===== src/rtl/min_sad_search_tracker.sv =====
// Pipelined minimum-SAD search: a registered comparator tree reduces each PE row,
// and an accumulator keeps the running best over one search window.
module min_sad_search_tracker #(
  parameter int DATA_WIDTH = 16,
  parameter int PE_COUNT   = 16,
  parameter int ROW_COUNT  = 16,
  localparam int XW = $clog2(PE_COUNT),
  localparam int YW = ($clog2(ROW_COUNT) < 1) ? 1 : $clog2(ROW_COUNT),
  localparam int L  = XW
) (
  input  logic                           clk,
  input  logic                           rst,
  input  logic                           in_start,
  input  logic                           in_valid,
  input  logic [PE_COUNT*DATA_WIDTH-1:0] in_sad_bus,
  output logic                           out_busy,
  output logic                           out_done,
  output logic [DATA_WIDTH-1:0]          out_min_sad,
  output logic [XW-1:0]                  out_mv_x,
  output logic [YW-1:0]                  out_mv_y
);

  localparam int NN = 2 * PE_COUNT;

  if (PE_COUNT < 2 || (PE_COUNT & (PE_COUNT - 1)) != 0) begin : g_bad_pe_count
    $error("PE_COUNT must be a power of two and at least 2");
  end
  if (ROW_COUNT < 1) begin : g_bad_row_count
    $error("ROW_COUNT must be at least 1");
  end

  typedef enum logic [1:0] {IDLE, SEARCH, DRAIN} state_t;

  state_t state;
  logic [YW-1:0] row_cnt;
  logic          accept;

  // Tree laid out as a heap: leaves at PE_COUNT..NN-1 hold the accepted row,
  // node n is the registered winner of children 2n and 2n+1, node 1 is the root.
  logic [DATA_WIDTH-1:0] node_val [1:NN-1];
  logic [XW-1:0]         node_idx [1:NN-1];
  logic [L:0]            vld_p;
  logic [YW-1:0]         tag_p [0:L];

  logic [DATA_WIDTH-1:0] best_val;
  logic [XW-1:0]         best_x;
  logic [YW-1:0]         best_y;

  logic                  root_better;
  logic                  root_last;
  logic [DATA_WIDTH-1:0] nxt_val;
  logic [XW-1:0]         nxt_x;
  logic [YW-1:0]         nxt_y;

  // Right (higher PE index) entry replaces the left only when strictly smaller.
  function automatic logic right_wins(input logic [DATA_WIDTH-1:0] left,
                                      input logic [DATA_WIDTH-1:0] right);
    return right < left;
  endfunction

  assign accept = (state == SEARCH) && in_valid;

  // Stage 0: leaf capture; stages 1..L: one tree level per cycle
  always_ff @(posedge clk) begin
    for (int i = 0; i < PE_COUNT; i++) begin
      node_val[PE_COUNT+i] <= in_sad_bus[i*DATA_WIDTH +: DATA_WIDTH];
      node_idx[PE_COUNT+i] <= XW'(i);
    end
    for (int n = 1; n < PE_COUNT; n++) begin
      if (right_wins(node_val[2*n], node_val[2*n+1])) begin
        node_val[n] <= node_val[2*n+1];
        node_idx[n] <= node_idx[2*n+1];
      end else begin
        node_val[n] <= node_val[2*n];
        node_idx[n] <= node_idx[2*n];
      end
    end
    tag_p[0] <= row_cnt;
    for (int k = 1; k <= L; k++) begin
      tag_p[k] <= tag_p[k-1];
    end
  end

  always_ff @(posedge clk) begin
    if (rst) begin
      vld_p <= '0;
    end else begin
      vld_p <= {vld_p[L-1:0], accept};
    end
  end

  // Accumulator: strict compare keeps the earliest row on ties
  always_comb begin
    root_better = vld_p[L] && (node_val[1] < best_val);
    root_last   = vld_p[L] && (tag_p[L] == YW'(ROW_COUNT - 1));
    nxt_val     = best_val;
    nxt_x       = best_x;
    nxt_y       = best_y;
    if (root_better) begin
      nxt_val = node_val[1];
      nxt_x   = node_idx[1];
      nxt_y   = tag_p[L];
    end
  end

  always_ff @(posedge clk) begin
    if (state == IDLE && in_start) begin
      best_val <= '1;
      best_x   <= '0;
      best_y   <= '0;
    end else begin
      best_val <= nxt_val;
      best_x   <= nxt_x;
      best_y   <= nxt_y;
    end
  end

  // Window control and registered result outputs
  always_ff @(posedge clk) begin
    if (rst) begin
      state       <= IDLE;
      row_cnt     <= '0;
      out_busy    <= 1'b0;
      out_done    <= 1'b0;
      out_min_sad <= '0;
      out_mv_x    <= '0;
      out_mv_y    <= '0;
    end else begin
      out_done <= 1'b0;
      case (state)
        IDLE: begin
          if (in_start) begin
            state    <= SEARCH;
            row_cnt  <= '0;
            out_busy <= 1'b1;
          end
        end
        SEARCH: begin
          if (in_valid) begin
            row_cnt <= row_cnt + YW'(1);
            if (row_cnt == YW'(ROW_COUNT - 1)) begin
              state <= DRAIN;
            end
          end
        end
        DRAIN: begin
          // The last row's root result carries the final compare straight into the outputs.
          if (root_last) begin
            out_min_sad <= nxt_val;
            out_mv_x    <= nxt_x;
            out_mv_y    <= nxt_y;
            out_done    <= 1'b1;
            out_busy    <= 1'b0;
            state       <= IDLE;
          end
        end
        default: begin
          state    <= IDLE;
          out_busy <= 1'b0;
        end
      endcase
    end
  end

endmodule

===== config.mk =====
export PLATFORM = sky130hd
export DESIGN_NAME = min_sad_search_tracker
export DESIGN_NICKNAME = d
export VERILOG_FILES = /design/src/rtl/min_sad_search_tracker.sv
export SDC_FILE = /design/constraint.sdc
export NUM_CORES = 1
export LEC_CHECK = 0
export ABC_AREA = 0
export CORE_MARGIN = 3
export CORE_UTILIZATION = 59
export CTS_CLUSTER_DIAMETER = 40
export DETAILED_ROUTE_END_ITERATION = 10
export PLACE_DENSITY = 0.89
export SLEW_MARGIN = 25
export SYNTH_ARGS = -nofsm -noshare
export SYNTH_HDL_FRONTEND = slang
export SYNTH_SLANG_ARGS = --single-unit

===== constraint.sdc =====
create_clock -name clk -period 4.3 [get_ports clk]
set_clock_uncertainty 0.05 [all_clocks]
set_input_delay 0.86 -clock clk [delete_from_list [all_inputs] [get_ports clk]]
set_output_delay 0.86 -clock clk [all_outputs]
set_load 0.005 [all_outputs]

==> metrics.md <==
| Metric | Value |
|---|---|
| Result of the run | `finished, final reports clean` |
| Total DRC errors in the routed layout | `0` |
| Total placed instance area | `25,500 um2` |
| Hold depth | `0` |
| Worst slack on hold paths | `0.272 ns` |
| Kind of end point of the critical path | `register` |
| Register area share after synthesis | `53.9%` |
| CP Launch Type | `register` |
| GR Util All Layers | `24.4%` |
| Setup repair after global routing missed its margin | `no` |
| Pre-antenna DRT Iters | `5` |
| Area of the multi-input gates | `8930 um2` |
| Destination of the worst hold path | `tag_p[0][9]` |
| Horizontal extent of the die | `201 um` |
| Setup TNS | `0 ns` |
| Fillers | `2,297` |
| Via density | `5.30` |
| Final global-route overflow total | `0` |
| Slew of the pin with the lowest slew margin | `0.936 ns` |
| Core region area | `37,000 um2` |
| Rel. slew slack | `37.6%` |
| Quantity of gates resized following cts | `0` |
| Shortest clock period the worst path allows after layout | `2.96 ns` |
| Number of DRC markers after the initial detailed-route iteration | `638` |
| Total number of clock tree sinks | `603` |
| Hold path start | `tag_p[0][5]` |
| Fraction of the cycle the final worst path needs | `68.9%` |
| Required time of the critical path | `4.71 ns` |
| Type of the setup path with the least slack | `reg -> reg` |
| Antenna violations before repair | `1` |
| Initial Utilization | `60.5%` |
| Number of endpoints failing setup at the final stage | `0` |
| Total of flip-flops plus latches after synthesis | `603` |
| Critical R2R Capture | `node_val[0][187]` |
| FF-to-FF path depth | `8` |
| Commonest non-fill, non-tap cell in the layout | `dfxtp_1` |
| Min-delay worst type | `reg -> reg` |
| Clock Latency Late Sink | `0.59 ns` |
| Cell area after layout | `28,100 um2` |
| Synthesized cell area | `22,400 um2` |
| P per Cell Area | `574 nW/um2` |
| Final core area utilization | `75.7%` |
| Maximum number of pins on one net before global-route repair | `93` |
| Buffer type at the clock tree root | `clkbuf_16` |
| Synthesis warning total | `0` |
| Number of primary I/O pins | `286` |
| Clock transition at the register clock pins on the worst setup and hold paths after CTS | `0.06 ns` |
| Pre-CTS setup slack | `1.41 ns` |
| Avg Inst Size Synth | `11.6 um2` |
| Total nets after synthesis | `2,426` |
| Number of global-route vias before repair | `15,900` |
| # Max-Cap Violations | `0` |
| Worst reg2reg startpoint | `node_val[1][100]` |
| Routed via count | `14,800` |
| Final wirelength | `49,600 um` |
| Std-Cell Rows | `70` |
| Proportion of synthesized flip-flops having asynchronous set or reset | `0%` |
| Number of slew-limit violations in the final report | `0` |
| Fraction of final layout cells sized beyond drive strength 1 | `17.1%` |
| Number of enable-type register cells in the synthesized netlist | `0` |
| Number of nets at the end of the flow | `2,734` |
| First-pass GRT wire length | `80,200 um` |
| HPWL after DPL | `35,400 um` |
| Worst setup slack for register-to-register paths | `1.34 ns` |
| Crit-path max FO | `17` |
| Count of hold buffers inserted by post-cts repair | `0` |
| Final RePlAce weighted congestion | `0.856` |
| Mean routed wirelength per cell | `17.7 um` |
| Clock tree from TritonCTS | `done` |
| Total of buffers placed on input and output ports | `285` |
| Peak supply drop | `0.420 mV` |
| CTS H-Tree Depth | `3` |
| Synthesis-to-finish area growth | `25.2%` |
| Final Hold Viols | `0` |
| Cells after Synth | `1,925` |
| Predominant post-synthesis flop cell | `dfxtp_1` |
| Achievable clock frequency | `337 MHz` |
| Leakage power total | `12.6 nW` |
| Crit path arrival time | `3.37 ns` |
| Maximum count of clock buffers along a single path | `3` |
| Top library cells by usage in the layout, fill and taps aside | `603 x dfxtp_1, 285 x clkdlybuf4s50_1, 271 x inv_1, 241 x ha_1, 233 x mux2_2` |
| Die outline area | `40,400 um2` |
| CTS Buf Count | `70` |
| Vertical die dimension | `201 um` |
| Post-CTS setup buffer count | `0` |
| Final antenna-violating net count | `0` |
| Min setup slack post-route | `1.34 ns` |
| Total area of sequential cells | `12,100 um2` |
| Unique masters post-synth | `38` |
[final cells by class]
| type | count | share of cell area (%) |
|---|---|---|
| Inverter | 271 | 3.63 |
| Sequential cell | 603 | 43.0 |
| Multi-Input combinational cell | 998 | 31.8 |
| Timing Repair Buffer | 289 | 10.3 |
| Tap cell | 504 | 2.25 |
| Antenna cell | 1 | 0.00892 |
| Clock inverter | 40 | 1.90 |
| Clock buffer | 88 | 7.07 |
[Yosys cell counts (13+ instances only)]
cell type / count / share of area (%)
a211oi_1: 15 / 0.50
a21o_1: 30 / 1.0
a21oi_1: 105 / 2.3
a31oi_1: 30 / 0.84
buf_6: 24 / 1.2
clkbuf_1: 13 / 0.22
dfxtp_1: 603 / 54
ha_1: 241 / 13
inv_1: 271 / 4.5
mux2_2: 233 / 12
mux2_4: 18 / 1.2
nand2_1: 29 / 0.49
nand2b_1: 16 / 0.45
nand4_1: 34 / 0.95
nor2_1: 33 / 0.55
nor3_1: 23 / 0.51
o2111ai_1: 15 / 0.59
o211ai_1: 20 / 0.67
o21ai_0: 96 / 2.1
[worst max-delay path, stage by stage, from the launching register on]
cell and delay [ns]:
dfxtp_1 0.34, inv_1 0.05, ha_1 0.30, a21o_1 0.18
a21oi_1 0.12, o21ai_0 0.26, a41oi_1 0.35, o21a_1 0.75
mux2_2 0.42
[stage by stage]
stage          instances  power, W
6_report            2794    0.0161
5_1_grt             2794    0.0168
4_1_cts             2793    0.0162
3_5_place_dp        2665   0.00990
3_3_place_gp        2664   0.00971
2_1_floorplan       1925   0.00900
[logic make-up after synthesis]
group / count (synthesis) / share of synthesized area (%)
compound gates: 348 / 9.74
xor+xnor: 2 / 0.0782
fa+ha+maj: 241 / 13.5
buf+inv: 324 / 6.43
flops: 603 / 53.9
mux: 251 / 12.9
simple gates: 156 / 3.50
[metal layers]
| metal | vias to the layer above | wire length (um) | GRT usage (%) |
|---|---|---|---|
| li1 | 7297 | - | - |
| met1 | 7017 | 21500 | 30.4 |
| met2 | 404 | 24400 | 42.4 |
| met3 | 103 | 2230 | 4.04 |
| met4 | 0 | 1440 | 9.26 |
| met5 | - | 0 | 0 |
[power by group]
part / internal, W / switching (W) / leakage (nW)
Sequential: 0.00638 / 0.000554 / 5.06
Combinational: 0.00161 / 0.00131 / 6.31
Clock: 0.00387 / 0.00238 / 1.22
Total: 0.0119 / 0.00424 / 12.6
[flip-flops by register name, summed over array words and instances (netlist names)]
name and flops:
vld_p 5, state 2, row_cnt 4, out_min_sad 16
best_y 4, best_val 16, best_x 4, tag_p 20
out_mv_y 4, node_idx 26, out_mv_x 4, out_done 1
node_val 496, out_busy 1
[worst max-delay path by stage]
stage | start | endpoint | slack (ns) | cells after the start
5_1_grt | node_val[1][100] | node_val[0][185] | 1.23 | 8
2_1_floorplan | node_val[0][100] | node_idx[0][12] | 2.21 | 10
3_5_place_dp | node_val[1][100] | node_val[0][189] | 1.41 | 8
3_3_place_gp | in_start | best_y[1] | 1.48 | 4
4_1_cts | node_val[1][100] | node_val[0][187] | 1.38 | 8
6_report | node_val[1][100] | node_val[0][187] | 1.34 | 8
Power figures use the tool's default switching activity.
